`src/rtl/pipe_hazard_ctrl_if.sv`:
```
// Hazard-control bundle between the 5-stage datapath (master) and the stall/flush
// sequencer (slave).
interface pipe_hazard_ctrl_if #(
    parameter int unsigned REGW = 5,
    parameter int unsigned CNTW = 32
);
    logic [REGW-1:0] rs_d;
    logic [REGW-1:0] rt_d;
    logic            branch_d;
    logic [REGW-1:0] writereg_e;
    logic [REGW-1:0] writereg_m;
    logic            regwrite_e;
    logic            memtoreg_e;
    logic            memtoreg_m;
    logic            mdu_op_e;
    logic            mdu_done;
    logic            dmem_req_m;
    logic            dmem_ack;
    logic            imem_stall;
    logic            exc_m;

    logic            en_pc;
    logic            en_d;
    logic            en_e;
    logic            en_m;
    logic            en_w;
    logic            clr_d;
    logic            clr_e;
    logic            clr_m;
    logic            clr_w;
    logic            mdu_start;
    logic            mdu_cancel;
    logic            exc_redirect;
    logic [CNTW-1:0] stall_cycles;

    modport master (
        output rs_d, rt_d, branch_d, writereg_e, writereg_m, regwrite_e, memtoreg_e,
               memtoreg_m, mdu_op_e, mdu_done, dmem_req_m, dmem_ack, imem_stall, exc_m,
        input  en_pc, en_d, en_e, en_m, en_w, clr_d, clr_e, clr_m, clr_w, mdu_start,
               mdu_cancel, exc_redirect, stall_cycles
    );

    modport slave (
        input  rs_d, rt_d, branch_d, writereg_e, writereg_m, regwrite_e, memtoreg_e,
               memtoreg_m, mdu_op_e, mdu_done, dmem_req_m, dmem_ack, imem_stall, exc_m,
        output en_pc, en_d, en_e, en_m, en_w, clr_d, clr_e, clr_m, clr_w, mdu_start,
               mdu_cancel, exc_redirect, stall_cycles
    );
endinterface

```
`src/rtl/pipe_hazard_ctrl.sv`:
```
// Stall/flush sequencer for the 5-stage MIPS pipeline. Define PIPE_STALL_CNT_EN to
// build the stall_cycles performance counter; otherwise it is tied to zero.
module pipe_hazard_ctrl #(
    parameter int unsigned REGW = 5,
    parameter int unsigned CNTW = 32
) (
    input logic               clk,
    input logic               reset,
    pipe_hazard_ctrl_if.slave bus
);

    typedef enum logic [1:0] {
        StRun     = 2'd0,
        StMemWait = 2'd1,
        StMduWait = 2'd2,
        StFlush   = 2'd3
    } state_e;

    state_e state_q, state_d;

    logic rs_hit_e, rt_hit_e, rs_hit_m, rt_hit_m;
    logic lwstall, brstall;

    logic en_pc, en_d, en_e, en_m, en_w;
    logic clr_d, clr_e, clr_m, clr_w;
    logic mdu_start, mdu_cancel, exc_redirect;

    // A zero source index is $zero and never forwards or stalls.
    assign rs_hit_e = (bus.rs_d != {REGW{1'b0}}) && (bus.rs_d == bus.writereg_e);
    assign rt_hit_e = (bus.rt_d != {REGW{1'b0}}) && (bus.rt_d == bus.writereg_e);
    assign rs_hit_m = (bus.rs_d != {REGW{1'b0}}) && (bus.rs_d == bus.writereg_m);
    assign rt_hit_m = (bus.rt_d != {REGW{1'b0}}) && (bus.rt_d == bus.writereg_m);

    assign lwstall = bus.memtoreg_e & bus.regwrite_e & (rs_hit_e | rt_hit_e);
    assign brstall = bus.branch_d & ((bus.regwrite_e & (rs_hit_e | rt_hit_e)) |
                                     (bus.memtoreg_m & (rs_hit_m | rt_hit_m)));

    always_ff @(posedge clk or negedge reset) begin
        if (!reset) begin
            state_q <= StRun;
        end else begin
            state_q <= state_d;
        end
    end

    always_comb begin
        state_d      = state_q;
        en_pc        = 1'b1;
        en_d         = 1'b1;
        en_e         = 1'b1;
        en_m         = 1'b1;
        en_w         = 1'b1;
        clr_d        = 1'b0;
        clr_e        = 1'b0;
        clr_m        = 1'b0;
        clr_w        = 1'b0;
        mdu_start    = 1'b0;
        mdu_cancel   = 1'b0;
        exc_redirect = 1'b0;

        case (state_q)
            StRun: begin
                if (bus.exc_m) begin
                    clr_d        = 1'b1;
                    clr_e        = 1'b1;
                    clr_m        = 1'b1;
                    exc_redirect = 1'b1;
                    state_d      = StFlush;
                end else if (bus.dmem_req_m && !bus.dmem_ack) begin
                    en_pc   = 1'b0;
                    en_d    = 1'b0;
                    en_e    = 1'b0;
                    en_m    = 1'b0;
                    clr_w   = 1'b1;
                    state_d = StMemWait;
                end else if (bus.mdu_op_e) begin
                    mdu_start = 1'b1;
                    en_pc     = 1'b0;
                    en_d      = 1'b0;
                    en_e      = 1'b0;
                    clr_m     = 1'b1;
                    state_d   = StMduWait;
                end else if (lwstall || brstall) begin
                    en_pc = 1'b0;
                    en_d  = 1'b0;
                    clr_e = 1'b1;
                end else if (bus.imem_stall) begin
                    en_pc = 1'b0;
                    clr_d = 1'b1;
                end
            end
            StMemWait: begin
                if (bus.exc_m) begin
                    clr_d        = 1'b1;
                    clr_e        = 1'b1;
                    clr_m        = 1'b1;
                    exc_redirect = 1'b1;
                    state_d      = StFlush;
                end else if (!bus.dmem_ack) begin
                    en_pc = 1'b0;
                    en_d  = 1'b0;
                    en_e  = 1'b0;
                    en_m  = 1'b0;
                    clr_w = 1'b1;
                end else begin
                    state_d = StRun;
                end
            end
            StMduWait: begin
                // Exception beats a same-cycle mdu_done; the result is discarded.
                if (bus.exc_m) begin
                    mdu_cancel   = 1'b1;
                    clr_d        = 1'b1;
                    clr_e        = 1'b1;
                    clr_m        = 1'b1;
                    exc_redirect = 1'b1;
                    state_d      = StFlush;
                end else if (!bus.mdu_done) begin
                    en_pc = 1'b0;
                    en_d  = 1'b0;
                    en_e  = 1'b0;
                    clr_m = 1'b1;
                end else begin
                    state_d = StRun;
                end
            end
            StFlush: begin
                clr_d   = 1'b1;
                state_d = StRun;
            end
            default: state_d = StRun;
        endcase

        if (!reset) begin
            en_pc        = 1'b0;
            en_d         = 1'b0;
            en_e         = 1'b0;
            en_m         = 1'b0;
            en_w         = 1'b0;
            clr_d        = 1'b0;
            clr_e        = 1'b0;
            clr_m        = 1'b0;
            clr_w        = 1'b0;
            mdu_start    = 1'b0;
            mdu_cancel   = 1'b0;
            exc_redirect = 1'b0;
        end
    end

    assign bus.en_pc        = en_pc;
    assign bus.en_d         = en_d;
    assign bus.en_e         = en_e;
    assign bus.en_m         = en_m;
    assign bus.en_w         = en_w;
    assign bus.clr_d        = clr_d;
    assign bus.clr_e        = clr_e;
    assign bus.clr_m        = clr_m;
    assign bus.clr_w        = clr_w;
    assign bus.mdu_start    = mdu_start;
    assign bus.mdu_cancel   = mdu_cancel;
    assign bus.exc_redirect = exc_redirect;

`ifdef PIPE_STALL_CNT_EN
    logic [CNTW-1:0] cnt_q;

    always_ff @(posedge clk or negedge reset) begin
        if (!reset) begin
            cnt_q <= {CNTW{1'b0}};
        end else if (!en_pc) begin
            cnt_q <= cnt_q + {{(CNTW-1){1'b0}}, 1'b1};
        end
    end

    assign bus.stall_cycles = cnt_q;
`else
    assign bus.stall_cycles = {CNTW{1'b0}};
`endif

endmodule
```
`src/flat_wrapper.sv`:
```
// flat-port wrapper written by rule: the top's interface ports become plain ports
module pipe_hazard_ctrl_flat 
#(
    parameter int unsigned REGW = 5,
    parameter int unsigned CNTW = 32
)
  (clk, reset, bus_rs_d, bus_rt_d, bus_branch_d, bus_writereg_e, bus_writereg_m, bus_regwrite_e, bus_memtoreg_e, bus_memtoreg_m, bus_mdu_op_e, bus_mdu_done, bus_dmem_req_m, bus_dmem_ack, bus_imem_stall, bus_exc_m, bus_en_pc, bus_en_d, bus_en_e, bus_en_m, bus_en_w, bus_clr_d, bus_clr_e, bus_clr_m, bus_clr_w, bus_mdu_start, bus_mdu_cancel, bus_exc_redirect, bus_stall_cycles);
  pipe_hazard_ctrl_if #(.REGW(REGW), .CNTW(CNTW)) bus_i ();
  input logic clk;
  input logic reset;
  input wire logic [$bits(bus_i.rs_d)-1:0] bus_rs_d;
  input wire logic [$bits(bus_i.rt_d)-1:0] bus_rt_d;
  input wire logic [$bits(bus_i.branch_d)-1:0] bus_branch_d;
  input wire logic [$bits(bus_i.writereg_e)-1:0] bus_writereg_e;
  input wire logic [$bits(bus_i.writereg_m)-1:0] bus_writereg_m;
  input wire logic [$bits(bus_i.regwrite_e)-1:0] bus_regwrite_e;
  input wire logic [$bits(bus_i.memtoreg_e)-1:0] bus_memtoreg_e;
  input wire logic [$bits(bus_i.memtoreg_m)-1:0] bus_memtoreg_m;
  input wire logic [$bits(bus_i.mdu_op_e)-1:0] bus_mdu_op_e;
  input wire logic [$bits(bus_i.mdu_done)-1:0] bus_mdu_done;
  input wire logic [$bits(bus_i.dmem_req_m)-1:0] bus_dmem_req_m;
  input wire logic [$bits(bus_i.dmem_ack)-1:0] bus_dmem_ack;
  input wire logic [$bits(bus_i.imem_stall)-1:0] bus_imem_stall;
  input wire logic [$bits(bus_i.exc_m)-1:0] bus_exc_m;
  output wire logic [$bits(bus_i.en_pc)-1:0] bus_en_pc;
  output wire logic [$bits(bus_i.en_d)-1:0] bus_en_d;
  output wire logic [$bits(bus_i.en_e)-1:0] bus_en_e;
  output wire logic [$bits(bus_i.en_m)-1:0] bus_en_m;
  output wire logic [$bits(bus_i.en_w)-1:0] bus_en_w;
  output wire logic [$bits(bus_i.clr_d)-1:0] bus_clr_d;
  output wire logic [$bits(bus_i.clr_e)-1:0] bus_clr_e;
  output wire logic [$bits(bus_i.clr_m)-1:0] bus_clr_m;
  output wire logic [$bits(bus_i.clr_w)-1:0] bus_clr_w;
  output wire logic [$bits(bus_i.mdu_start)-1:0] bus_mdu_start;
  output wire logic [$bits(bus_i.mdu_cancel)-1:0] bus_mdu_cancel;
  output wire logic [$bits(bus_i.exc_redirect)-1:0] bus_exc_redirect;
  output wire logic [$bits(bus_i.stall_cycles)-1:0] bus_stall_cycles;
  assign bus_i.rs_d = bus_rs_d;
  assign bus_i.rt_d = bus_rt_d;
  assign bus_i.branch_d = bus_branch_d;
  assign bus_i.writereg_e = bus_writereg_e;
  assign bus_i.writereg_m = bus_writereg_m;
  assign bus_i.regwrite_e = bus_regwrite_e;
  assign bus_i.memtoreg_e = bus_memtoreg_e;
  assign bus_i.memtoreg_m = bus_memtoreg_m;
  assign bus_i.mdu_op_e = bus_mdu_op_e;
  assign bus_i.mdu_done = bus_mdu_done;
  assign bus_i.dmem_req_m = bus_dmem_req_m;
  assign bus_i.dmem_ack = bus_dmem_ack;
  assign bus_i.imem_stall = bus_imem_stall;
  assign bus_i.exc_m = bus_exc_m;
  assign bus_en_pc = bus_i.en_pc;
  assign bus_en_d = bus_i.en_d;
  assign bus_en_e = bus_i.en_e;
  assign bus_en_m = bus_i.en_m;
  assign bus_en_w = bus_i.en_w;
  assign bus_clr_d = bus_i.clr_d;
  assign bus_clr_e = bus_i.clr_e;
  assign bus_clr_m = bus_i.clr_m;
  assign bus_clr_w = bus_i.clr_w;
  assign bus_mdu_start = bus_i.mdu_start;
  assign bus_mdu_cancel = bus_i.mdu_cancel;
  assign bus_exc_redirect = bus_i.exc_redirect;
  assign bus_stall_cycles = bus_i.stall_cycles;
  pipe_hazard_ctrl #(.REGW(REGW), .CNTW(CNTW)) u_core (.clk(clk), .reset(reset), .bus(bus_i));
endmodule
```
`config.mk`:
```
export PLATFORM = sky130hd
export DESIGN_NAME = pipe_hazard_ctrl_flat
export DESIGN_NICKNAME = d
export VERILOG_FILES = /design/src/rtl/pipe_hazard_ctrl_if.sv /design/src/rtl/pipe_hazard_ctrl.sv /design/src/flat_wrapper.sv
export SDC_FILE = /design/constraint.sdc
export NUM_CORES = 1
export LEC_CHECK = 0
export BUFFER_PORTS_ARGS = -buffer_cell sky130_fd_sc_hd__buf_4
export CAP_MARGIN = 0
export CORE_UTILIZATION = 30
export DETAILED_ROUTE_END_ITERATION = 16
export GPL_ROUTABILITY_DRIVEN = 0
export HOLD_SLACK_MARGIN = 0.05
export MAX_ROUTING_LAYER = met4
export PLACE_DENSITY_LB_ADDON = 0.3
export SETUP_SLACK_MARGIN = 0.2
export SLEW_MARGIN = 10
export SYNTH_ARGS = -nofsm -noshare
export SYNTH_HDL_FRONTEND = slang
export SYNTH_SLANG_ARGS = --single-unit
```
`constraint.sdc`:
```
create_clock -name clk -period 3.91 [get_ports clk]
set_clock_uncertainty 0.1 [all_clocks]
set_input_delay 0.1955 -clock clk [delete_from_list [all_inputs] [get_ports clk]]
set_output_delay 0.1955 -clock clk [all_outputs]
set_load 0.02 [all_outputs]
```
==> results.md <==
- Status: completed
- Syn Std Cell Area: 964.7 µm²
- Crit path capture type: output pin
- DR pass1 iterations: 4
- Die Ht: just under 60 µm
- Initial antenna violation count: 0
- RSZ-0062 raised after global routing: false
- Largest regs: u_core.state_q (2)
- Clock sinks: 2
- Final Critical Period: 2.289 ns
- IO buf count: 43
- Post-synth cell types: 32
- Remaining global-route overflow: 0
- First-pass GRT wire length: 3394 µm
- Data arrival time of the worst path: a little under 2 ns
- Area Overhead vs Synth: 27.37%
- Total power: 498.3 µW
- Filler cells: 329
- CTS tree: done
- Post-synthesis sequential area ratio: 5.188%
- CTS H-Tree Depth: 1
- Non-filler cells, final: 222
- Worst skew pair latency: around 0.22 ns
- Area of the core: 3053 µm²
- Share of cells above drive strength 1: between 20% and 30%
- Met2 Usage GRT: 20.36%
- Syn. warnings: 0
- Seq cells post-synth: 2
- Dpl cells: 218
- Fin crit share: 58.54%
- TritonCTS Buffers: 3
- Critical Path Start Type: flip-flop
- Met3 Track Usage GR: roughly 2%
- Deepest clock path buffer count: 2
- Largest register FFs: 2
- # Max-Cap Violations: 0
- Clk slew on worst S/H paths: around 0.03 ns
- # IOs: 76
- Starting DRC count in detailed routing: 23
- Drt wl/cell: 9.306 µm
- HP Class: input port to async pin
- PD cells: between 400 and 500 nW/µm²
- # DRC: 0
- Routing usage on met1: 17.13%
- Die Width: 58.71 µm
- Setup TNS: 0 ns
- Worst reg-to-reg path cell count: 7
- Placement Rows: 20
- Via density: 4.284
- Fin. Hold Viols: 0
- CP Max Fanout: 7
- Tot GR Track Use: 12.98%
- WP data required: 3.61 ns
- Biggest register: u_core.state_q
- Via count: around 950
- Root buffer cell: clkbuf_4
- Top Usage Layer GRT: met2
- Post-DRT Antenna Nets: 0
- Placed inst area: 1196 µm²
- Initial Util: 31.60%
- Resized cells post-CTS: 0
- Avg Inst Size Synth: 7.041 µm²
- Post-route cell area: roughly 1200 µm²
- HPWL after DPL: 1781 µm
- Largest net degree at the start of global routing: 18
- Post-Syn Instances: around 140
- Slew Viols, Final: 0
- Worst-case vdd ir drop: 0.0001612 V
- Cell leakage power: 0.0006196 µW
- Fmax: 0.4369 GHz
- Final layout net count: 217
- Kind of critical path: flip-flop to output pin
- Final setup viols: 0
- Ant diodes: 0
- WL final: approximately 2100 µm
- Die ar.: 3446 µm²
- Vias in the first global route: 819
[cell usage in the layout, fill, tap and decap left out, drive strengths merged]
| cell | count |
|---|---|
| a211oi | 2 |
| a221o | 1 |
| xnor2 | 8 |
| nand2 | 9 |
| xor2 | 12 |
| nand4 | 4 |
| o2bb2ai | 1 |
| o21ai | 5 |
| a31oi | 1 |
| o22ai | 1 |
| buf | 43 |
| and3 | 3 |
| and2b | 1 |
| a221oi | 2 |
| nor2b | 1 |
| nor4 | 3 |
| mux2 | 2 |
| dfrtp | 2 |
| o31a | 1 |
| dlygate4sd3 | 1 |
| inv | 6 |
| nand2b | 1 |
| a211o | 1 |
| ha | 5 |
| a21oi | 7 |
| nor3 | 7 |
| conb | 32 |
| mux2i | 1 |
| o21a | 1 |
| clkbuf | 3 |
| nor2 | 11 |
[synth_stat cells]
master	n	area [µm²]
o31a_1	1	8.760
and3_1	3	18.77
nand4_1	4	25.02
o2bb2ai_1	1	8.760
dfrtp_1	2	50.05
o22ai_1	1	6.260
clkbuf_1	4	15.01
a221oi_1	2	17.52
mux2_2	2	22.52
buf_4	33	247.7
o21a_1	1	7.510
xnor2_1	8	70.07
nor4_2	1	12.51
inv_1	6	22.52
a21oi_2	2	17.52
a31oi_1	1	6.260
nor4_1	2	12.51
xor2_1	12	105.1
nor2b_1	1	6.260
and2b_1	1	7.510
a21oi_1	5	25.02
nor3_1	7	35.03
nand2_1	9	33.78
a211oi_1	2	15.01
nor2_1	11	41.29
a221o_1	1	10.01
nand2b_1	1	6.260
mux2i_1	1	10.01
conb_1	1	3.750
a211o_1	1	8.760
ha_1	5	62.56
o21ai_0	5	25.02
[cell families (layout without fill, tap and decap cells)]
logic type / Yosys count / count (layout) / synth area share [%]
adder cells (fa/ha/maj): 5 / 5 / 6.485
buffers and inverters: 43 / 53 / 29.57
AND/OR/NAND/NOR: 40 / 40 / 20.62
AO/OA/AOI/OAI: 23 / 23 / 16.21
flip-flops: 2 / 2 / 5.188
XOR/XNOR: 20 / 20 / 18.16
multiplexers: 3 / 3 / 3.372
other: 1 / 32 / 0.3887
[power by group]
part	switching (µW)	total (µW)	internal, µW
Combinational	231	409	178
Sequential	12.5	44.3	31.8
Clock	11.0	44.8	33.8
[final timing paths]
check	to	start	slack [ns]
max in group asynchronous	u_core.state_q[1]$_DFFE_PN0P_	reset	3.34
hold reg to reg	u_core.state_q[1]$_DFFE_PN0P_	u_core.state_q[1]$_DFFE_PN0P_	0.49
setup / recovery	bus_en_pc	u_core.state_q[0]$_DFFE_PN0P_	1.62
setup reg to reg	u_core.state_q[0]$_DFFE_PN0P_	u_core.state_q[0]$_DFFE_PN0P_	1.88
hold / removal	u_core.state_q[0]$_DFFE_PN0P_	reset	0.24
min in group clk	u_core.state_q[1]$_DFFE_PN0P_	bus_exc_m	0.37
[routing by layer]
metal	up-vias	part of all wire, %
li1	487	-
met1	421	46
met2	43	49
met3	0	5.6
met4	0	0
met5	-	0
[cell type report]
type	count	area, µm²	area share [%]
Clock buffer	3	22.52	1.833
Inverter	6	22.52	1.833
Multi-Input combinational cell	123	745.7	60.69
Sequential cell	2	50.05	4.073
Tap cell	44	55.05	4.481
Timing Repair Buffer	44	332.8	27.09
[what timing repair did]
action                                 CTS  global route
hold buffers                             1             0
setup buffers                            0             0
endpoints found under the hold margin    2             0
[critical path: stages (launching register included)]
cell and delay (ns):
dfrtp_1 0.39, inv_1 0.09, ha_1 0.28, a221oi_1 0.35, nand2_1 0.14, a221o_1 0.36
buf_4 0.16
[through the flow]
stage	hold WS [ns]	util (%)	setup slack [ns]
3_5_place_dp	-0.07484	39.18	1.858
3_3_place_gp	-0.07727	39.18	1.882
5_1_grt	0.2334	40.25	1.434
6_report	0.2376	40.25	1.621
2_1_floorplan	-0.2001	-	1.922
4_1_cts	0.2295	40.25	1.612
No activity file was read; power rests on OpenSTA's default activity.
